--- config.mk ---
export PLATFORM = sky130hd
export DESIGN_NAME = frame_mem_arbiter
export DESIGN_NICKNAME = d
export VERILOG_FILES = /design/src/rtl/frame_mem_arbiter.sv
export SDC_FILE = /design/constraint.sdc
export NUM_CORES = 1
export LEC_CHECK = 0
export BUFFER_PORTS_ARGS = -buffer_cell sky130_fd_sc_hd__buf_2
export CORE_AREA = 5 5 121 123
export DETAILED_ROUTE_END_ITERATION = 16
export DIE_AREA = 0 0 126 128
export SYNTH_ARGS = -nofsm -noshare
export SYNTH_HDL_FRONTEND = slang
export SYNTH_SLANG_ARGS = --single-unit
--- constraint.sdc ---
create_clock -name clk -period 3.5 [get_ports clk]
set_clock_uncertainty 0.05 [all_clocks]
set_input_delay 0.525 -clock clk [delete_from_list [all_inputs] [get_ports clk]]
set_output_delay 0.525 -clock clk [all_outputs]
set_load 0.05 [all_outputs]
--- src/rtl/frame_mem_arbiter.sv ---
// Two-master round-robin arbiter for the single-port frame memory, with read-return routing and an out-of-range guard.
// Define MEMARB_FIXED_PRIO_EN to replace round-robin with fixed m0 priority.
module frame_mem_arbiter #(
  parameter int ADDR_W    = 17,
  parameter int DATA_W    = 32,
  parameter int DEPTH     = 76800,
  parameter int MAX_BURST = 4
) (
  input  logic                  clk,
  input  logic                  reset,
  input  logic [ADDR_W-1:0]     m0_address,
  input  logic [DATA_W/8-1:0]   m0_byteenable,
  input  logic                  m0_read,
  input  logic                  m0_write,
  input  logic [DATA_W-1:0]     m0_writedata,
  output logic                  m0_waitrequest,
  output logic [DATA_W-1:0]     m0_readdata,
  output logic                  m0_readdatavalid,
  input  logic [ADDR_W-1:0]     m1_address,
  input  logic [DATA_W/8-1:0]   m1_byteenable,
  input  logic                  m1_read,
  input  logic                  m1_write,
  input  logic [DATA_W-1:0]     m1_writedata,
  output logic                  m1_waitrequest,
  output logic [DATA_W-1:0]     m1_readdata,
  output logic                  m1_readdatavalid,
  output logic [ADDR_W-1:0]     mem_address,
  output logic [DATA_W/8-1:0]   mem_byteenable,
  output logic                  mem_chipselect,
  output logic                  mem_write,
  output logic [DATA_W-1:0]     mem_writedata,
  output logic                  mem_clken,
  input  logic [DATA_W-1:0]     mem_readdata,
  output logic                  oor_error
);

  localparam int CNT_W = $clog2(MAX_BURST + 1);
  localparam logic [CNT_W-1:0] MAX_CNT = CNT_W'(MAX_BURST);

  function automatic logic in_range(input logic [ADDR_W-1:0] addr);
    in_range = (64'(addr) < 64'(DEPTH));
  endfunction

  logic              req0_s, req1_s, gnt0_s, gnt1_s, any_gnt_s;
  logic [ADDR_W-1:0] sel_addr_s;
  logic              sel_read_s, sel_write_s, sel_in_range_s;
  logic [DATA_W-1:0] ret_data_s;

  logic              owner_q, owner_d;
  logic [CNT_W-1:0]  cnt_q, cnt_d;
  logic              ret_valid_q, ret_valid_d;
  logic              ret_id_q, ret_id_d;
  logic              ret_oor_q, ret_oor_d;
  logic [DATA_W-1:0] rd_hold0_q, rd_hold0_d;
  logic [DATA_W-1:0] rd_hold1_q, rd_hold1_d;
  logic              oor_q, oor_d;

  assign req0_s = m0_read | m0_write;
  assign req1_s = m1_read | m1_write;

  // Grant decision; nothing is granted while reset is high.
  always_comb begin
    gnt0_s = 1'b0;
    gnt1_s = 1'b0;
    if (reset) begin
      gnt0_s = 1'b0;
    end else if (req0_s && !req1_s) begin
      gnt0_s = 1'b1;
    end else if (!req0_s && req1_s) begin
      gnt1_s = 1'b1;
    end else if (req0_s && req1_s) begin
`ifdef MEMARB_FIXED_PRIO_EN
      gnt0_s = 1'b1;
`else
      if (cnt_q == {CNT_W{1'b0}}) begin
        gnt0_s = 1'b1;
      end else if (cnt_q < MAX_CNT) begin
        gnt0_s = !owner_q;
        gnt1_s = owner_q;
      end else begin
        gnt0_s = owner_q;
        gnt1_s = !owner_q;
      end
`endif
    end else begin
      gnt0_s = 1'b0;
    end
  end

  assign any_gnt_s = gnt0_s | gnt1_s;

  // Steer the granted master onto the memory port; read is ignored when write is also high.
  always_comb begin
    sel_addr_s     = m0_address;
    mem_byteenable = m0_byteenable;
    mem_writedata  = m0_writedata;
    sel_read_s     = m0_read & ~m0_write;
    sel_write_s    = m0_write;
    if (gnt1_s) begin
      sel_addr_s     = m1_address;
      mem_byteenable = m1_byteenable;
      mem_writedata  = m1_writedata;
      sel_read_s     = m1_read & ~m1_write;
      sel_write_s    = m1_write;
    end else begin
      sel_addr_s     = m0_address;
    end
  end

  assign sel_in_range_s = in_range(sel_addr_s);
  assign mem_address    = sel_addr_s;
  assign mem_chipselect = any_gnt_s & sel_in_range_s;
  assign mem_write      = mem_chipselect & sel_write_s;
  assign mem_clken      = 1'b1;

  assign m0_waitrequest = reset | (req0_s & ~gnt0_s);
  assign m1_waitrequest = reset | (req1_s & ~gnt1_s);

  // Burst tracking: cnt saturates at MAX_CNT when a lone requester streams.
  always_comb begin
    owner_d = owner_q;
    cnt_d   = cnt_q;
    if (!any_gnt_s) begin
      cnt_d = {CNT_W{1'b0}};
    end else if ((cnt_q != {CNT_W{1'b0}}) && (gnt1_s == owner_q)) begin
      if (cnt_q < MAX_CNT) begin
        cnt_d = cnt_q + CNT_W'(1);
      end else begin
        cnt_d = cnt_q;
      end
    end else begin
      owner_d = gnt1_s;
      cnt_d   = CNT_W'(1);
    end
  end

  // Return register, per-master readdata hold and sticky out-of-range flag.
  always_comb begin
    ret_valid_d = any_gnt_s & sel_read_s;
    ret_id_d    = gnt1_s;
    ret_oor_d   = ~sel_in_range_s;
    oor_d       = oor_q | (any_gnt_s & ~sel_in_range_s);
    ret_data_s  = ret_oor_q ? {DATA_W{1'b0}} : mem_readdata;
    rd_hold0_d  = rd_hold0_q;
    rd_hold1_d  = rd_hold1_q;
    if (ret_valid_q && !ret_id_q) begin
      rd_hold0_d = ret_data_s;
    end else if (ret_valid_q && ret_id_q) begin
      rd_hold1_d = ret_data_s;
    end else begin
      rd_hold0_d = rd_hold0_q;
    end
  end

  // Read-return outputs; gating with reset kills a return that was pending when reset rose.
  always_comb begin
    m0_readdatavalid = ~reset & ret_valid_q & ~ret_id_q;
    m1_readdatavalid = ~reset & ret_valid_q & ret_id_q;
    oor_error        = ~reset & oor_q;
    m0_readdata      = rd_hold0_q;
    m1_readdata      = rd_hold1_q;
    if (reset) begin
      m0_readdata = {DATA_W{1'b0}};
      m1_readdata = {DATA_W{1'b0}};
    end else if (m0_readdatavalid) begin
      m0_readdata = ret_data_s;
    end else if (m1_readdatavalid) begin
      m1_readdata = ret_data_s;
    end else begin
      m0_readdata = rd_hold0_q;
    end
  end

  // State registers with synchronous reset.
  always_ff @(posedge clk) begin
    if (reset) begin
      owner_q     <= 1'b1;
      cnt_q       <= {CNT_W{1'b0}};
      ret_valid_q <= 1'b0;
      ret_id_q    <= 1'b0;
      ret_oor_q   <= 1'b0;
      rd_hold0_q  <= {DATA_W{1'b0}};
      rd_hold1_q  <= {DATA_W{1'b0}};
      oor_q       <= 1'b0;
    end else begin
      owner_q     <= owner_d;
      cnt_q       <= cnt_d;
      ret_valid_q <= ret_valid_d;
      ret_id_q    <= ret_id_d;
      ret_oor_q   <= ret_oor_d;
      rd_hold0_q  <= rd_hold0_d;
      rd_hold1_q  <= rd_hold1_d;
      oor_q       <= oor_d;
    end
  end

endmodule

-- Word level (Yosys, flattened, before mapping)
Index checks and enable logic that the tools add are counted.
- register bits after elaboration: 72
- bits of input ports: 144
- output and inout port bits: 125
- logic and storage cells: 83
- $add $sub $neg: 1
- $lt $le $gt $ge: 2
- equal/unequal tests: 2
- muxes and demuxes: 25
- bitwise gates (word level): 28
- reductions and logical operators: 16
- operator list (cell ; count):
    32-bit two-way mux ; 7
    17-bit less-than comparator (second input constant) ; 1
    17-bit two-way mux ; 1
    1-bit two-way mux ; 16
    1-bit AND ; 12
    1-bit inverter ; 10
    1-bit logical AND ; 6
    1-bit OR ; 6
    1-bit logical NOT ; 4
    4-bit two-way mux ; 1
    2-bit AND reduction ; 2
    3-bit by 1-bit adder with 3-bit output (second input constant) ; 1
    3-bit logical NOT ; 1
    3-bit less-than comparator (second input constant) ; 1
    3-bit nonzero test ; 1
    3-bit OR reduction ; 1
    2-bit by 1-bit inequality test with 1-bit output (second input constant) ; 1
    2-bit OR reduction ; 1
    1-bit == test ; 1

-- Depth between registers and ports, before layout
- word-level depth: 12
- gate-level depth with buffers: 8
- mapped depth without buffers: 6

-- Worst setup path after synthesis
Ideal clock, no wire load.
- path type: register -> output
- from: register cnt_q[0]
- to: output port mem_write
- data arrival time: 2.885 ns
- data required time: 2.925 ns
- slack: 0.040 ns
- stages on the path, launching flop included: 8
- path buffers: 1
- path through: dfxtp_1 > inv_1 > ha_1 > or3b_4 > a311oi_2 > buf_4 > mux2_2 > nor3_1
- cells in the longest elaborated chain, start to end: 11
- elaborated cells between the ends (all ways): 20
- those cells by class: 2 x order compare; 14 x mux; 3 x bitwise; 1 x reduce/logical
- RTL lines (item ; line ; source):
    from (decl) ; 50 ; logic [CNT_W-1:0] cnt_q, cnt_d;
    from (signal assigned) ; 178 ; cnt_q <= {CNT_W{1'b0}};
    from (signal assigned) ; 187 ; cnt_q <= cnt_d;
    3-bit less-than comparator ; 77 ; end else if (cnt_q < MAX_CNT) begin
    1-bit two-way mux ; 77 ;
    1-bit two-way mux ; 75 ; if (cnt_q == {CNT_W{1'b0}}) begin
    1-bit two-way mux ; 71 ; end else if (req0_s && req1_s) begin
    1-bit two-way mux ; 69 ; end else if (!req0_s && req1_s) begin
    1-bit two-way mux ; 67 ; end else if (req0_s && !req1_s) begin
    1-bit two-way mux ; 65 ; if (reset) begin
    17-bit two-way mux ; 99 ; if (gnt1_s) begin
    17-bit less-than comparator ; 41 ; in_range = (64'(addr) < 64'(DEPTH));
    1-bit AND ; 112 ; assign mem_chipselect = any_gnt_s & sel_in_range_s;
    1-bit AND * ; 113 ; assign mem_write = mem_chipselect & sel_write_s;
    to (decl) ; 30 ; output logic mem_write,
Mark *: on every way between the ends. The rest lies on a longest branch, timed or not.

-- Final worst setup path
Ends and elaborated chain as after synthesis.

==> flow_summary.toml <==
[global_route]
grt_usage = 0.198
grt_pass1_wl_um = 24500
grt_overflow_total = 0
first_global_vias = 4217
grt_antenna_before_repair = 2
grt_max_degree = 67

[floorplanning]
initial_core_util = 0.288
core-area_um2 = 13600
dieArea_um2 = 16100
die_w_um = 126
die_y_um = 128
io_pins = 269
fp-row-count = 43

[finish]
final_area_um2 = 5740
n_fill_cell = 1482
drive_gt1_frac = 0.462
fin_nets = 909
post-route-util = 0.423
syn2layout_area_growth_pct = 47.1

[min_path]
min_delay_path_depth = 2
worst_hold_path_type = "flip-flop to flip-flop"

[timing]
min_period_over_period = 0.935
min_period_ns = 3.27
tns_ns = 0
hold_violations = 0
rsz0062_at_grt = "false"
hold_ws_ns = 0.411
relSlewSlack = 0.588
max_freq_mhz = 306
setup_viol = 0
worstMarginPinSlew_ns = 0.618
slew_violations = 0

[routing]
first_pass_iters = 5
vias_per_cell = 4.73
drt.antenna.violating_nets = 0
wl_per_cell_um = 17.6
wirelength_um = 16700
drc = 0
drtIter0Drc = 273
dr_total_vias = 4485

[setup_path]
slowest_stage = "a311oi_4"
reg2reg_depth = 7
reg2reg_slack_ns = 1.22
crit_cells = 7
endpoint_kind = "output pin"
required_ns = 2.92
max_stage_delay_ns = 0.44
arrival_ns = 2.70
path_buf_inv = 2
cp_cell_sequence = "inv_1, ha_1, or3b_4, a311oi_4, mux2_2, nor3_1, buf_2"
critPathTopFamily = "simple AND/OR/NAND/NOR gates"
crit_fanout = 5
crit_type = "flip-flop to output pin"
crit_path_start_kind = "flip-flop"

[place]
placed_cell_area_um2 = 5430
io_buffers = 267
post-dp-hpwl_um = 13700
gp_routability_congestion = 0.882

[logic_synthesis]
syn_area_um2 = 3900
yosysMostFrequentCell = "a21oi_1"
synth_edf_count = 0
netlist_instances = 513
yosys.area.top_type = "dfxtp_1"
yosysSeqAreaShare = 0.369
synth_top_area_share = 0.369
synth-main-ff-cell = "dfxtp_1"
syn_nets = 659
yosys.area_share.adder = 0.00641
synth-seq-cells = 72
avgSynthCellArea_um2 = 7.60
synth_top_family_by_area = "simple AND/OR/NAND/NOR gates"
synth_cell_types = 32
muxShareOfSynthArea = 0.158
synth_top_cells_by_area = "dfxtp_1, a21oi_1, mux2_2"
synth_compound_area_frac = 0.201
synthTopCellsByCount = "a21oi_1, nand2_1, dfxtp_1"
async_reset_ff_frac = 0
synth-xor-area-share = 0.00225
yosys.area_share.simple = 0.214
yosys_warnings = 0

[clock_network]
numClockSinks = 72
clk-insertion-delay-late_ns = 0.33
ctsHoldBuffers = 0
root_buffer = "clkbuf_16"
numCtsBuffers = 9
cts_tree = "built"
path_clk_slew_ns = 0.06
clockBufferDepth = 2
post-cts-setup-buffers = 0
htree_num_levels = 3
ctsResizeCount = 0

[run]
maxCapViolations = 0

[outcome]
status = "finished, final reports clean"

[pwr]
power_density_nw_per_um2 = 450
power_leakage_uw = 0.00263
total_power_uw = 2590
irDropWorstVdd_mv = 0.204
[flip-flops by register name (all words and copies together), names as in the netlist]
| signal | flops |
|---|---|
| rd_hold0_q | 32 |
| rd_hold1_q | 32 |
| cnt_q | 3 |
| oor_q | 1 |
| owner_q | 1 |
| ret_id_q | 1 |
| ret_oor_q | 1 |
| ret_valid_q | 1 |
[logic make-up (layout without fill, tap and decap cells)]
kind of cell / after synthesis / count (layout)
fa+ha+maj: 2 / 2
compound gates: 149 / 149
buf+inv: 43 / 298
xor+xnor: 1 / 1
mux: 55 / 55
simple gates: 190 / 190
other cells: 1 / 2
flops: 72 / 72
[metrics by stage]
stage | cells | setup slack [ns]
floorplan | 513 | 0.0404
global placement | 932 | 0.596
detailed placement | 932 | 0.551
CTS | 948 | 0.185
global route | 948 | 0.0727
finish | 949 | 0.228
[worst min-delay path, delay by kind of cell (launching register included)]
kind / cells / cell delay [ns]
flops: 1 / 0.30
compound gates: 1 / 0.06
simple gates: 1 / 0.06
[routing by layer]
layer,vias to the layer above,part of all wire,global-route usage
met5,-,0.0013,0
met4,4,0.038,0.0915
met3,29,0.083,0.0604
met2,192,0.47,0.316
met1,2017,0.41,0.246
li1,2243,-,-
[layout by cell type (no fill, tap or decap)]
cell	instances
xor2_1	1
inv_1	3
a31o_2	1
o21ba_2	1
nand2b_1	4
nor2_1	8
o2bb2ai_1	2
o21bai_1	1
mux2i_1	1
clkbuf_16	9
ha_1	2
nor2b_1	34
conb_1	1
nand2_1	134
nor3b_1	1
nor3_1	4
and2_1	1
mux2_2	54
nand3_1	1
a21o_1	2
a31oi_1	1
dfxtp_1	72
a21oi_1	135
a311oi_4	1
bufinv_16	1
buf_2	266
buf_4	10
clkinv_2	1
clkinv_4	1
inv_6	1
a211o_1	1
o21ai_0	4
buf_12	3
nor2b_2	1
clkinvlp_4	2
or3b_4	1
clkbuf_8	1
or2_2	1
diode_2	1
[where the power goes]
group	switching, uW	internal [uW]	total, uW
logic	549	239	788
registers	9.43	848	857
clock network	366	574	940
[final cells by class]
class | count | area, um2 | share of cell area
Multi-Input combinational cell | 398 | 2290 | 0.398
Timing Repair Buffer | 279 | 1470 | 0.255
Sequential cell | 72 | 1440 | 0.251
Clock buffer | 10 | 239 | 0.0416
Tap cell | 180 | 225 | 0.0392
Clock inverter | 6 | 67.6 | 0.0118
Inverter | 3 | 11.3 | 0.00196
Antenna cell | 1 | 2.50 | 0.000436
[final timing paths]
| path | start | end |
|---|---|---|
| worst max-delay path | cnt_q[0] | mem_write |
| worst min-delay path | rd_hold1_q[31] | rd_hold1_q[31] |
| worst max register to register | cnt_q[0] | oor_q |
| worst min register to register | rd_hold1_q[31] | rd_hold1_q[31] |
Note: power is estimated with default switching activity, not from simulation.
